[src/rtl/draw_text_box_if.sv]
// Pixel-stream and external memory signals of the text-box overlay.
// master = upstream stage plus char/font memories, slave = draw_text_box.
interface draw_text_box_if;
    logic        hsync_in;
    logic        vsync_in;
    logic [15:0] hcount_in;
    logic [15:0] vcount_in;
    logic [11:0] rgb_in;
    logic        opaque;
    logic [7:0]  char_xy;
    logic [7:0]  char_code;
    logic [10:0] font_addr;
    logic [7:0]  font_pixels;
    logic        hsync_out;
    logic        vsync_out;
    logic [15:0] hcount_out;
    logic [15:0] vcount_out;
    logic [11:0] rgb_out;

    modport master (
        output hsync_in, vsync_in, hcount_in, vcount_in, rgb_in, opaque,
        output char_code, font_pixels,
        input  char_xy, font_addr,
        input  hsync_out, vsync_out, hcount_out, vcount_out, rgb_out
    );

    modport slave (
        input  hsync_in, vsync_in, hcount_in, vcount_in, rgb_in, opaque,
        input  char_code, font_pixels,
        output char_xy, font_addr,
        output hsync_out, vsync_out, hcount_out, vcount_out, rgb_out
    );
endinterface

[src/rtl/draw_text_box.sv]
// Text overlay: box pixels -> char/font addresses -> glyph over rgb_in; fixed 4-cycle latency, no backpressure.
// Optional TEXT_BLINK_EN: hides char_code[7] glyphs during frames 16-31 of every 32 (vsync_in rising edges).
module draw_text_box #(
    parameter int          COLS       = 16,
    parameter int          ROWS       = 16,
    parameter int          SCALE      = 1,
    parameter int          START_X    = 850,
    parameter int          START_Y    = 30,
    parameter logic [11:0] FONT_COLOR = 12'hfff,
    parameter logic [11:0] BG_COLOR   = 12'h000
) (
    input  logic           clk,
    input  logic           rst,
    draw_text_box_if.slave bus
);
    localparam int          SHIFT = (SCALE == 4) ? 2 : (SCALE == 2) ? 1 : 0;
    localparam int          BOX_W = COLS * 8 * SCALE;
    localparam int          BOX_H = ROWS * 16 * SCALE;
    localparam logic [15:0] X_LO  = 16'(START_X);
    localparam logic [15:0] X_HI  = 16'(START_X + BOX_W - 1);
    localparam logic [15:0] Y_LO  = 16'(START_Y);
    localparam logic [15:0] Y_HI  = 16'(START_Y + BOX_H - 1);

    logic        w_in_box;
    logic [15:0] w_rx;
    logic [15:0] w_ry;
    logic [15:0] w_col;
    logic [15:0] w_row;
    logic [7:0]  w_char_xy;
    logic [2:0]  w_px;
    logic [3:0]  w_line;
    logic        w_glyph_bit;
    logic        w_hidden;
    logic        w_blink_off;
    logic [11:0] w_rgb_next;

    logic        r_in1, r_in2, r_in3;
    logic [2:0]  r_px1, r_px2, r_px3;
    logic [3:0]  r_line1;
    logic        r_blink2, r_blink3;
    logic [7:0]  r_char_xy;
    logic [10:0] r_font_addr;
    logic [7:0]  r_pix3;
    logic [11:0] r_rgb_out;
    logic [3:0]  r_hs_d;
    logic [3:0]  r_vs_d;
    logic [15:0] r_hc_d [4];
    logic [15:0] r_vc_d [4];
    logic [11:0] r_rgb_d [3];
    logic [2:0]  r_op_d;

    // Bounds use the raw coordinates so pixels left of / above the box cannot wrap in.
    assign w_in_box  = (bus.hcount_in >= X_LO) && (bus.hcount_in <= X_HI) &&
                       (bus.vcount_in >= Y_LO) && (bus.vcount_in <= Y_HI);
    assign w_rx      = bus.hcount_in - X_LO;
    assign w_ry      = bus.vcount_in - Y_LO;
    assign w_col     = w_rx >> (3 + SHIFT);
    assign w_row     = w_ry >> (4 + SHIFT);
    assign w_char_xy = w_in_box ? 8'(w_row * 16'(COLS) + w_col) : 8'd0;
    assign w_px      = 3'(w_rx >> SHIFT);
    assign w_line    = 4'(w_ry >> SHIFT);

    always_ff @(posedge clk or posedge rst) begin
        if (rst) begin
            r_in1       <= 1'b0;
            r_in2       <= 1'b0;
            r_in3       <= 1'b0;
            r_px1       <= '0;
            r_px2       <= '0;
            r_px3       <= '0;
            r_line1     <= '0;
            r_blink2    <= 1'b0;
            r_blink3    <= 1'b0;
            r_char_xy   <= '0;
            r_font_addr <= '0;
            r_pix3      <= '0;
            r_rgb_out   <= '0;
            r_hs_d      <= '0;
            r_vs_d      <= '0;
            r_op_d      <= '0;
            for (int i = 0; i < 4; i++) begin
                r_hc_d[i] <= '0;
                r_vc_d[i] <= '0;
            end
            for (int i = 0; i < 3; i++) begin
                r_rgb_d[i] <= '0;
            end
        end else begin
            r_char_xy   <= w_char_xy;
            r_in1       <= w_in_box;
            r_px1       <= w_px;
            r_line1     <= w_line;

            // char_code answers the address registered on the previous edge.
            r_font_addr <= {bus.char_code[6:0], r_line1};
            r_in2       <= r_in1;
            r_px2       <= r_px1;
            r_blink2    <= bus.char_code[7];

            r_pix3      <= bus.font_pixels;
            r_in3       <= r_in2;
            r_px3       <= r_px2;
            r_blink3    <= r_blink2;

            r_rgb_out   <= w_rgb_next;

            r_hs_d      <= {r_hs_d[2:0], bus.hsync_in};
            r_vs_d      <= {r_vs_d[2:0], bus.vsync_in};
            r_op_d      <= {r_op_d[1:0], bus.opaque};
            r_hc_d[0]   <= bus.hcount_in;
            r_vc_d[0]   <= bus.vcount_in;
            for (int i = 1; i < 4; i++) begin
                r_hc_d[i] <= r_hc_d[i-1];
                r_vc_d[i] <= r_vc_d[i-1];
            end
            r_rgb_d[0]  <= bus.rgb_in;
            r_rgb_d[1]  <= r_rgb_d[0];
            r_rgb_d[2]  <= r_rgb_d[1];
        end
    end

`ifdef TEXT_BLINK_EN
    logic [4:0] r_frame_cnt;

    // r_vs_d[0] is the previous vsync_in sample, used as the edge reference.
    always_ff @(posedge clk or posedge rst) begin
        if (rst) begin
            r_frame_cnt <= '0;
        end else if (bus.vsync_in && !r_vs_d[0]) begin
            r_frame_cnt <= r_frame_cnt + 5'd1;
        end
    end

    assign w_blink_off = r_frame_cnt[4];
`else
    assign w_blink_off = 1'b0;
`endif

    assign w_glyph_bit = r_pix3[3'd7 - r_px3];
    assign w_hidden    = r_blink3 & w_blink_off;

    always_comb begin
        w_rgb_next = r_rgb_d[2];
        if (r_in3) begin
            if (w_glyph_bit && !w_hidden) begin
                w_rgb_next = FONT_COLOR;
            end else if (r_op_d[2]) begin
                w_rgb_next = BG_COLOR;
            end
        end
    end

    assign bus.char_xy    = r_char_xy;
    assign bus.font_addr  = r_font_addr;
    assign bus.rgb_out    = r_rgb_out;
    assign bus.hsync_out  = r_hs_d[3];
    assign bus.vsync_out  = r_vs_d[3];
    assign bus.hcount_out = r_hc_d[3];
    assign bus.vcount_out = r_vc_d[3];
endmodule

[src/flat_wrapper.sv]
// flat-port wrapper written by rule: the top's interface ports become plain ports
module draw_text_box_flat 
#(
    parameter int          COLS       = 16,
    parameter int          ROWS       = 16,
    parameter int          SCALE      = 1,
    parameter int          START_X    = 850,
    parameter int          START_Y    = 30,
    parameter logic [11:0] FONT_COLOR = 12'hfff,
    parameter logic [11:0] BG_COLOR   = 12'h000
)
  (clk, rst, bus_hsync_in, bus_vsync_in, bus_hcount_in, bus_vcount_in, bus_rgb_in, bus_opaque, bus_char_code, bus_font_pixels, bus_char_xy, bus_font_addr, bus_hsync_out, bus_vsync_out, bus_hcount_out, bus_vcount_out, bus_rgb_out);
  draw_text_box_if bus_i ();
  input  logic clk;
  input  logic rst;
  input wire logic [$bits(bus_i.hsync_in)-1:0] bus_hsync_in;
  input wire logic [$bits(bus_i.vsync_in)-1:0] bus_vsync_in;
  input wire logic [$bits(bus_i.hcount_in)-1:0] bus_hcount_in;
  input wire logic [$bits(bus_i.vcount_in)-1:0] bus_vcount_in;
  input wire logic [$bits(bus_i.rgb_in)-1:0] bus_rgb_in;
  input wire logic [$bits(bus_i.opaque)-1:0] bus_opaque;
  input wire logic [$bits(bus_i.char_code)-1:0] bus_char_code;
  input wire logic [$bits(bus_i.font_pixels)-1:0] bus_font_pixels;
  output wire logic [$bits(bus_i.char_xy)-1:0] bus_char_xy;
  output wire logic [$bits(bus_i.font_addr)-1:0] bus_font_addr;
  output wire logic [$bits(bus_i.hsync_out)-1:0] bus_hsync_out;
  output wire logic [$bits(bus_i.vsync_out)-1:0] bus_vsync_out;
  output wire logic [$bits(bus_i.hcount_out)-1:0] bus_hcount_out;
  output wire logic [$bits(bus_i.vcount_out)-1:0] bus_vcount_out;
  output wire logic [$bits(bus_i.rgb_out)-1:0] bus_rgb_out;
  assign bus_i.hsync_in = bus_hsync_in;
  assign bus_i.vsync_in = bus_vsync_in;
  assign bus_i.hcount_in = bus_hcount_in;
  assign bus_i.vcount_in = bus_vcount_in;
  assign bus_i.rgb_in = bus_rgb_in;
  assign bus_i.opaque = bus_opaque;
  assign bus_i.char_code = bus_char_code;
  assign bus_i.font_pixels = bus_font_pixels;
  assign bus_char_xy = bus_i.char_xy;
  assign bus_font_addr = bus_i.font_addr;
  assign bus_hsync_out = bus_i.hsync_out;
  assign bus_vsync_out = bus_i.vsync_out;
  assign bus_hcount_out = bus_i.hcount_out;
  assign bus_vcount_out = bus_i.vcount_out;
  assign bus_rgb_out = bus_i.rgb_out;
  draw_text_box #(.COLS(COLS), .ROWS(ROWS), .SCALE(SCALE), .START_X(START_X), .START_Y(START_Y), .FONT_COLOR(FONT_COLOR), .BG_COLOR(BG_COLOR)) u_core (.clk(clk), .rst(rst), .bus(bus_i));
endmodule
[config.mk]
export PLATFORM = sky130hd
export DESIGN_NAME = draw_text_box_flat
export DESIGN_NICKNAME = d
export VERILOG_FILES = /design/src/rtl/draw_text_box_if.sv /design/src/rtl/draw_text_box.sv /design/src/flat_wrapper.sv
export SDC_FILE = /design/constraint.sdc
export NUM_CORES = 1
export LEC_CHECK = 0
export ABC_AREA = 1
export CAP_MARGIN = 20
export CORE_MARGIN = 4
export CORE_UTILIZATION = 54
export CTS_CLUSTER_SIZE = 14
export DETAILED_ROUTE_END_ITERATION = 12
export GPL_TIMING_DRIVEN = 0
export PLACE_DENSITY = 0.8
export SLEW_MARGIN = 20
export SYNTH_ARGS = -nofsm -noshare
export SYNTH_HDL_FRONTEND = slang
export SYNTH_SLANG_ARGS = --single-unit
[constraint.sdc]
create_clock -name clk -period 22.1 [get_ports clk]
set_clock_uncertainty 0.2 [all_clocks]
set_input_delay 2.21 -clock clk [delete_from_list [all_inputs] [get_ports clk]]
set_output_delay 2.21 -clock clk [all_outputs]
set_load 0.1 [all_outputs]
==> results of run 1 <==
[metal layers]
layer	up-vias	global-route usage, %	part of all wire [%]
met4	0	4.94	2.2
met2	108	31.8	55
met1	1671	20.9	38
li1	1551	-	-
met3	19	3.42	5.4
met5	-	0	0
[state kept, by name, summed over array words and instances (netlist names)]
signal,cells
u_core.r_px2,3
u_core.r_hs_d,4
u_core.r_line1,4
u_core.r_px1,3
u_core.r_in1,1
u_core.r_in2,1
u_core.bus.rgb_out,12
u_core.r_op_d,3
u_core.bus.vcount_out,16
u_core.r_rgb_d,36
u_core.bus.hcount_out,16
u_core.r_in3,1
u_core.r_pix3,8
u_core.r_vs_d,4
u_core.bus.font_addr,11
u_core.r_vc_d,46
u_core.r_hc_d,45
u_core.r_px3,3
u_core.bus.char_xy,8
[synth_stat cells]
master                       n
sky130_fd_sc_hd__dfrtp_1   225
sky130_fd_sc_hd__ha_1        5
sky130_fd_sc_hd__nor2_1     11
sky130_fd_sc_hd__nand3_4     1
sky130_fd_sc_hd__nand4_1     1
sky130_fd_sc_hd__mux2i_1     1
sky130_fd_sc_hd__o21ai_0     2
sky130_fd_sc_hd__nor2_2      1
sky130_fd_sc_hd__nor3_1      8
sky130_fd_sc_hd__xnor2_1     2
sky130_fd_sc_hd__o211ai_1    1
sky130_fd_sc_hd__fa_1        1
sky130_fd_sc_hd__nor2_4      3
sky130_fd_sc_hd__inv_2       2
sky130_fd_sc_hd__nand2_1    59
sky130_fd_sc_hd__nor3_4      1
sky130_fd_sc_hd__xor2_1      7
sky130_fd_sc_hd__a21oi_1     4
sky130_fd_sc_hd__inv_1      27
sky130_fd_sc_hd__nand3b_2    1
sky130_fd_sc_hd__nand2_4     1
sky130_fd_sc_hd__nand3_2     1
sky130_fd_sc_hd__nand2_2     5
sky130_fd_sc_hd__buf_6       1
sky130_fd_sc_hd__buf_4      33
sky130_fd_sc_hd__o21ai_1     2
sky130_fd_sc_hd__nand3_1     6
sky130_fd_sc_hd__nand3b_1    1
sky130_fd_sc_hd__clkbuf_1    1
[worst reg2reg max path: stages (launching register included)]
cell                       delay, ns
sky130_fd_sc_hd__dfrtp_1        0.45
sky130_fd_sc_hd__nor2_1         0.21
sky130_fd_sc_hd__nor2_1         0.07
sky130_fd_sc_hd__o21ai_1        0.08
sky130_fd_sc_hd__o211ai_1       0.13
sky130_fd_sc_hd__nand3_2        0.13
sky130_fd_sc_hd__buf_6          0.15
sky130_fd_sc_hd__nand2_1        0.07
[area by class of cell]
| type | instances | share of cell area, % |
|---|---|---|
| Tap cell | 168 | 2.32 |
| Sequential cell | 225 | 62.3 |
| Clock inverter | 8 | 1.59 |
| Clock buffer | 29 | 7.06 |
| Timing Repair Buffer | 130 | 14.8 |
| Multi-Input combinational cell | 125 | 7.78 |
| Inverter | 29 | 1.29 |
| Buffer | 35 | 2.91 |
[report_power, final]
part           internal [mW]  switching [mW]
clock network          0.249           0.144
logic                 0.0291          0.0649
registers              0.432         0.00656
total                  0.710           0.215
[final timing paths]
| path | start | end | cells past startpoint |
|---|---|---|---|
| min | u_core.r_vc_d[58] | u_core.r_vc_d[42] | 0 |
| max | u_core.bus.font_addr[4] | bus_font_addr[4] | 1 |
| min reg2reg | u_core.r_vc_d[58] | u_core.r_vc_d[42] | 0 |
| min in group asynchronous | rst | u_core.r_vc_d[16] | 2 |
| max in group asynchronous | rst | u_core.bus.font_addr[2] | 3 |
| max reg2reg | u_core.r_px3[0] | u_core.bus.rgb_out[10] | 7 |
[cell families after synthesis]
| family | count (synthesis) | synth area share [%] |
|---|---|---|
| AND/OR/NAND/NOR | 100 | 7.22 |
| buffers and inverters | 64 | 5.54 |
| XOR/XNOR | 9 | 1.18 |
| flip-flops | 225 | 84.0 |
| AO/OA/AOI/OAI | 9 | 0.709 |
| multiplexers | 1 | 0.149 |
| adder cells (fa/ha/maj) | 6 | 1.23 |
[stage by stage]
stage	setup slack (ns)	util [%]	power, mW	hold slack [ns]
after floorplan	13.53	-	0.508	0.131
after global placement	11.56	68.0	0.536	0.132
after detailed placement	17.23	68.5	0.541	0.135
after CTS	17.59	75.0	0.936	0.142
after global routing	17.54	75.0	0.963	0.143
final	17.62	75.0	0.925	0.143
==> results_dict.tcl, run 1 <==
set metrics [dict create \
    outcome "finished, final reports clean" \
    syn2layout_area_growth_pct 34.8 \
    floorplan.die.width_um 119 \
    cts_inserted_buffers 22 \
    multi_input_comb_area_um2 703 \
    boundaryPins 130 \
    slew-limit-headroom_pct 32.3 \
    synth_top_cell_by_area "sky130_fd_sc_hd__dfrtp_1" \
    chipHeight_um 119 \
    layout_min_cycle_time_ns 4.48 \
    ys_types 29 \
    post_cts.resized_instances 0 \
    cts-root-to-sink-buffers 3 \
    n_antenna_cell 0 \
    sort_of_element_at_the_end_of_the_critical_path "output port" \
    cts.reportedPaths.clkPinSlew_ns 0.06 \
    synth_cells 414 \
    critPathTopFamily "buffers and inverters" \
    cts_post_setup_buffers_inserted 0 \
    global_route.overflow_total 0 \
    initial_core_utilization_pct 55.6 \
    totalNegativeSetupSlack_ns 0 \
    route.antenna.remaining_nets 0 \
    power.leakage_nw 4.23 \
    regToRegSetupSlack_ns 20.49 \
    yosys.area.top_type_share_pct 84.0 \
    setup.worst_path.class "flop to output port" \
    layout-drive-gt1-share_pct 15.1 \
    slew_viol_final 0 \
    synth_top_cells_by_area "sky130_fd_sc_hd__dfrtp_1 (84%), sky130_fd_sc_hd__buf_4 (3.7%), sky130_fd_sc_hd__nand2_1 (3.3%)" \
    first_global_vias 3803 \
    detail_route.first_pass.iterations 4 \
    final_area_um2 9040 \
    detailroute.via_count 3349 \
    port_buffers 128 \
    final_cells 749 \
    mappedNetlistNets 485 \
    slowest_stage "sky130_fd_sc_hd__clkdlybuf4s50_1" \
    viasPerCell 4.47 \
    numPlacedInstances 712 \
    globalRouteTotalUtil_pct 17.3 \
    synthesis.yosys.warnings 0 \
    required_time_of_the_worst_setup_path_ns 19.69 \
    design.final.nets 639 \
    report.final.setup_viol 0 \
    min_path_type "flop to flop" \
    detailed_place.area_um2 8260 \
    clock_insertion_delay_worst_skew_ns 0.48 \
    placeable_area_um2 12100 \
    std_cell_rows 40 \
    cell_area_after_synthesis_um2 6710 \
    layout.cells.most_common "sky130_fd_sc_hd__dfrtp_1" \
    grt_pass1_wl_um 19200 \
    post_cts_hold_buffer_count 0 \
    clock-sinks 225 \
    fillerInstances 730 \
    timing.critical_path.slowest_cell_delay_ns 1.17 \
    start_kind "flop" \
    cellPowerDensity_nw_per_um2 102 \
    synth.ff_latch_count 225 \
    drt_iter0_drc 190 \
    cts-htree-levels 1 \
    critical_path.cell_chain "clkdlybuf4s50_1" \
    power.ir.vdd_worst_mv 0.0508 \
    cp_max_fo 1 \
    grt_max_degree 97 \
    register_area_um2 5630 \
    finalHoldViolCount 0 \
    most-common-layout-cells "sky130_fd_sc_hd__dfrtp_1 (225), sky130_fd_sc_hd__clkdlybuf4s50_1 (128), sky130_fd_sc_hd__nand2_1 (59)" \
    buf_inv_on_cp 1 \
    clock.fmax_mhz 223 \
    totalWireLength_um 11700 \
    cts_root_buf "sky130_fd_sc_hd__clkbuf_16" \
    critical_path_arrival_ns 2.07 \
    avgSynthCellArea_um2 16.2 \
    grt_antenna_before_repair 0 \
    routabilityCongestion 0.865 \
    timing_worst_slew_pin_value_ns 1.01 \
    seq_total_area_yosys_pct 84.0 \
    max-cap-violations 0 \
    grt_setup_unrepaired "no" \
    die-area_um2 14300 \
    route.detailed.drc 0 \
    dp_hpwl_um 7380 \
    post_drt_wl_per_cell_um 15.6 \
    cts_tree "built" \
    min_period_over_period_pct 20.3 \
]
(Power assumes the default switching activity.)
==> run 2: changes to the inputs <==
- CORE_UTILIZATION: 54 -> 50
- PLACE_DENSITY: 0.8 -> 0.74
- clock period: 22.1 -> 4.14 ns (I/O delays scaled with it)
==> results_dict.tcl, run 2 (synthesized netlist as in run 1, its figures left out) <==
set metrics [dict create \
    clock_insertion_delay_worst_skew_ns 0.48 \
    n_antenna_cell 0 \
    cellPowerDensity_nw_per_um2 533 \
    routabilityCongestion 0.836 \
    global_route.overflow_total 0 \
    drt_iter0_drc 205 \
    slew-limit-headroom_pct 31.9 \
    route.antenna.remaining_nets 0 \
    post_cts.resized_instances 0 \
    clock-sinks 225 \
    slew_viol_final 0 \
    placeable_area_um2 13200 \
    grt_max_degree 40 \
    timing_worst_slew_pin_value_ns 1.02 \
    power.leakage_nw 4.24 \
    clock.fmax_mhz 373 \
    cts_inserted_buffers 22 \
    critical_path_arrival_ns 2.06 \
    boundaryPins 130 \
    port_buffers 128 \
    layout_min_cycle_time_ns 2.68 \
    power.ir.vdd_worst_mv 0.377 \
    most-common-layout-cells "sky130_fd_sc_hd__dfrtp_1 (225), sky130_fd_sc_hd__clkdlybuf4s50_1 (128), sky130_fd_sc_hd__nand2_1 (59)" \
    totalWireLength_um 11200 \
    cts_root_buf "sky130_fd_sc_hd__clkbuf_16" \
    dp_hpwl_um 7520 \
    detailroute.via_count 3354 \
    final.setup.worst_slack_ns 1.46 \
    cts_tree "built" \
    layout.cells.most_common "sky130_fd_sc_hd__dfrtp_1" \
    min_path_type "primary input to async pin" \
    die-area_um2 15300 \
    syn2layout_area_growth_pct 35.2 \
    cp_max_fo 2 \
    min_period_over_period_pct 64.7 \
    pre_cts_slack_ns 1.02 \
    design.final.nets 643 \
    post_drt_wl_per_cell_um 14.7 \
    fillerInstances 897 \
    layout-drive-gt1-share_pct 15.9 \
    required_time_of_the_worst_setup_path_ns 3.53 \
    finalHoldViolCount 0 \
    grt_setup_unrepaired "no" \
    chipHeight_um 124 \
    max-cap-violations 0 \
    cts-htree-levels 1 \
    viasPerCell 4.41 \
    grt_antenna_before_repair 0 \
    std_cell_rows 42 \
    start_kind "flop" \
    sort_of_element_at_the_end_of_the_critical_path "output port" \
    setup.worst_path.class "flop to output port" \
    route.detailed.drc 0 \
    grt_pass1_wl_um 18200 \
    floorplan.die.width_um 124 \
    layout_top_registers "u_core.r_vc_d: 46 flops, u_core.r_hc_d: 45 flops, u_core.r_rgb_d: 36 flops" \
    report.final.setup_viol 0 \
    power_mw 4.84 \
    regMostFlops "u_core.r_vc_d" \
    post_cts_hold_buffer_count 0 \
    outcome "finished, final reports clean" \
    detail_route.first_pass.iterations 4 \
    largest_register_ffs 46 \
    layout.core_utilization_pct 68.7 \
    first_global_vias 3712 \
    cts.reportedPaths.clkPinSlew_ns 0.06 \
    globalRouteTotalUtil_pct 15.5 \
    cts_post_setup_buffers_inserted 0 \
    cts-root-to-sink-buffers 3 \
    totalNegativeSetupSlack_ns 0 \
    initial_core_utilization_pct 50.8 \
]
-- run 2: cell count changes in the layout (fill, tap and decap cells not counted), sizes merged --
cell      before  now
bufinv         4    3
buf           36   40
inv           29   28
clkinvlp       0    1
clkbuf        30   27
clkinv         4    8
-- run 2: area by class of cell --
cell class / instances / area (um^2) / share of cell area (%)
well taps: 176 / 220 / 2.43
repair buffers: 134 / 1400 / 15.5
clock inverters: 11 / 130 / 1.44
plain buffers: 35 / 263 / 2.90
flip-flops and latches: 225 / 5630 / 62.1
multi-input cells: 125 / 703 / 7.75
clock buffers: 26 / 607 / 6.69
inverters: 29 / 113 / 1.24
-- run 2: worst max-delay path, cell delays in order (launching register included) --
cell and delay [ns]:
sky130_fd_sc_hd__dfrtp_1 0.35, sky130_fd_sc_hd__buf_4 0.11, sky130_fd_sc_hd__clkdlybuf4s50_1 1.12
-- run 2: path summary, 6_finish.rpt --
kind	end	startpoint	slack, ns	cells after the start
worst max-delay path	bus_font_addr[0]	u_core.bus.font_addr[0]	1.46	2
worst min-delay path	u_core.bus.vcount_out[0]	rst	0.10	2
worst max register to register	u_core.bus.rgb_out[4]	u_core.r_px3[0]	2.62	7
worst min register to register	u_core.r_vc_d[43]	u_core.r_vc_d[59]	0.14	0
max in group asynchronous	u_core.r_rgb_d[3]	rst	2.87	4
min in group clk	u_core.r_vc_d[43]	u_core.r_vc_d[59]	0.14	0
-- run 2: power by group --
| group | switching, mW | internal (mW) |
|---|---|---|
| combinational | 0.347 | 0.161 |
| clock | 0.761 | 1.23 |
| sequential | 0.0326 | 2.31 |
| total | 1.14 | 3.70 |
-- run 2: per-layer routing --
layer	wire length [um]	share of wire [%]	track usage [%]
met1	4180	37	18.9
met5	0	0	0
met3	721	6.5	3.36
met4	348	3.1	6.37
met2	5910	53	26.8
-- run 2: through the flow --
stage               hold WS [ns]  std cells  cell area, um^2
finish                     0.103        761             9070
global route               0.138        761             9070
CTS                        0.103        761             9070
detailed placement         0.135        724             8330
global placement           0.132        718             8210
floorplan                  0.131        414             6710
==> run 3: changes to the inputs <==
- CORE_UTILIZATION: 50 -> 46
- PLACE_DENSITY: 0.74 -> 0.72
- clock period: 4.14 -> 2.4 ns (I/O delays scaled with it)
==> results_dict.tcl, run 3 (synthesized netlist as in run 1, its figures left out) <==
set metrics [dict create \
    wl_met3_um 649 \
    cts_post_setup_buffers_inserted 0 \
    grt_max_degree 39 \
    placeable_area_um2 14100 \
    report.final.setup_viol 0 \
    viasPerCell 4.38 \
    layout.cells.most_common "sky130_fd_sc_hd__dfrtp_1" \
    layout-drive-gt1-share_pct 15.7 \
    r2r-start "u_core.r_px3[0]" \
    setup.worst_path.class "primary input to flop" \
    clock_insertion_delay_worst_skew_ns 0.48 \
    layout.core_utilization_pct 66.4 \
    final.setup.worst_slack_ns 0.130 \
    sort_of_element_at_the_end_of_the_critical_path "flop" \
    final_cells 796 \
    power.ir.vdd_worst_mv 0.557 \
    cellPowerDensity_nw_per_um2 884 \
    most-common-layout-cells "sky130_fd_sc_hd__dfrtp_1 (225), sky130_fd_sc_hd__clkdlybuf4s50_1 (62), sky130_fd_sc_hd__nand2_1 (59)" \
    depth_of_the_most_critical_reg_to_reg_path 7 \
    n_antenna_cell 0 \
    detail_route.first_pass.iterations 4 \
    finalHoldViolCount 0 \
    fillerInstances 1038 \
    totalWireLength_um 11600 \
    totalNegativeSetupSlack_ns 0 \
    pre_cts_slack_ns -0.523 \
    clock-sinks 225 \
    route.antenna.remaining_nets 0 \
    first_global_vias 3794 \
    dr_wl_met2_um 6110 \
    regToRegSetupSlack_ns 0.92 \
    route.top_layer_used "met4" \
    cp-startpoint "bus_hcount_in[1]" \
    min_path_type "primary input to flop" \
    initial_core_utilization_pct 47.6 \
    cts_root_buf "sky130_fd_sc_hd__clkbuf_16" \
    chipHeight_um 129 \
    grt_antenna_before_repair 0 \
    boundaryPins 130 \
    largest_register_ffs 46 \
    slew_viol_final 0 \
    std_cell_rows 43 \
    met1_length_um 4560 \
    routabilityCongestion 0.807 \
    max-cap-violations 0 \
    route.detailed.drc 0 \
    post_drt_wl_per_cell_um 14.5 \
    critical_path.reg2reg.endpoint "u_core.bus.rgb_out[3]" \
    min_period_over_period_pct 94.6 \
    slew-limit-headroom_pct 33.7 \
    grt_pass1_wl_um 18600 \
    detailroute.via_count 3488 \
    global_route.overflow_total 0 \
    critical_path.endpoint "u_core.bus.char_xy[7]" \
    drt_iter0_drc 184 \
    floorplan.die.width_um 129 \
    power_mw 8.27 \
    die-area_um2 16600 \
    required_time_of_the_worst_setup_path_ns 2.58 \
    cts_inserted_buffers 23 \
    clock.fmax_mhz 441 \
    cts.reportedPaths.clkPinSlew_ns 0.06 \
    syn2layout_area_growth_pct 39.6 \
    layout_min_cycle_time_ns 2.27 \
    numPlacedInstances 729 \
    port_buffers 128 \
    regMostFlops "u_core.r_vc_d" \
    cts-root-to-sink-buffers 3 \
    outcome "finished, final reports clean" \
    timing_worst_slew_pin_value_ns 0.992 \
    globalRouteTotalUtil_pct 14.2 \
    critical_path_arrival_ns 2.45 \
    cts-htree-levels 1 \
    layout_top_registers "u_core.r_vc_d: 46 flops, u_core.r_hc_d: 45 flops, u_core.r_rgb_d: 36 flops" \
    power.leakage_nw 4.58 \
    start_kind "primary input" \
    dp_hpwl_um 7490 \
    cp_max_fo 4 \
    design.final.nets 674 \
    cts_tree "built" \
]
## run 3: cell count changes in the layout (fill, tap and decap cells not counted), moves of 2 or more
cell	previous run	this run
sky130_fd_sc_hd__buf_16	0	2
sky130_fd_sc_hd__ha_1	5	3
sky130_fd_sc_hd__dlygate4sd2_1	0	53
sky130_fd_sc_hd__dlygate4sd3_1	0	29
sky130_fd_sc_hd__dlymetal6s2s_1	0	13
sky130_fd_sc_hd__clkbuf_1	2	4
sky130_fd_sc_hd__clkdlybuf4s50_1	128	62
## run 3: layout make-up
class	instances	area, um^2	area share [%]
buffer	35	263	2.81
clock buffer	27	601	6.42
clock inverter	11	111	1.19
inverter	29	113	1.20
multi-input combinational	125	722	7.71
sequential	225	5630	60.2
tap	180	225	2.41
timing repair buffer	164	1690	18.1
## run 3: how the worst min path moves through the flow
stage	from	end	slack, ns	depth (start not counted)
after floorplan	bus_char_code[6]	u_core.bus.font_addr[10]	0.07	0
after global placement	u_core.r_rgb_d[17]	u_core.r_rgb_d[5]	0.13	0
after detailed placement	u_core.r_line1[1]	u_core.bus.font_addr[1]	0.13	0
after CTS	bus_font_pixels[7]	u_core.r_pix3[7]	0.0002	1
after global routing	bus_font_pixels[7]	u_core.r_pix3[7]	0.004	1
final	bus_font_pixels[7]	u_core.r_pix3[7]	0.009	1
## run 3: worst max-delay path, cell delays in order
cell and delay (ns):
sky130_fd_sc_hd__clkdlybuf4s50_1 0.49, sky130_fd_sc_hd__inv_2 0.07, sky130_fd_sc_hd__ha_2 0.19, sky130_fd_sc_hd__nand2_1 0.06
sky130_fd_sc_hd__nand2_1 0.07, sky130_fd_sc_hd__nand2_1 0.10, sky130_fd_sc_hd__nand2_1 0.05, sky130_fd_sc_hd__nand2_1 0.09
sky130_fd_sc_hd__nand2_1 0.06, sky130_fd_sc_hd__xor2_1 0.14, sky130_fd_sc_hd__inv_1 0.09, sky130_fd_sc_hd__ha_4 0.21
sky130_fd_sc_hd__nand2_1 0.07, sky130_fd_sc_hd__inv_1 0.05, sky130_fd_sc_hd__a21oi_2 0.13, sky130_fd_sc_hd__nand3_1 0.09
sky130_fd_sc_hd__nand2_1 0.08, sky130_fd_sc_hd__nand2_1 0.06, sky130_fd_sc_hd__nand2_2 0.07, sky130_fd_sc_hd__inv_2 0.03
## run 3: metrics by stage
stage	hold WS [ns]	instance area (um^2)
final	0.00893	9360
after global routing	0.00408	9360
after CTS	0.000187	9280
after detailed placement	0.135	8370
after global placement	0.132	8220
after floorplan	0.0714	6710
## run 3: report_power, final
group	total, mW	internal [mW]	switching (mW)	leakage (nW)
Combinational	0.904	0.292	0.612	1.57
Sequential	4.04	3.98	0.0538	2.65
Clock	3.33	2.00	1.34	0.354
## run 3: repair_timing
action	in CTS	in global routing
endpoints found under the hold margin	43	3
endpoints found under the setup margin	54	13
hold buffers	26	3
gates resized for setup	54	16
## run 3: routing by layer
metal  vias up  global-route usage [%]
met5         -                       0
met4         0                    4.01
met3        17                    3.15
met2       109                    24.4
met1      1742                    18.3
li1       1620                       -
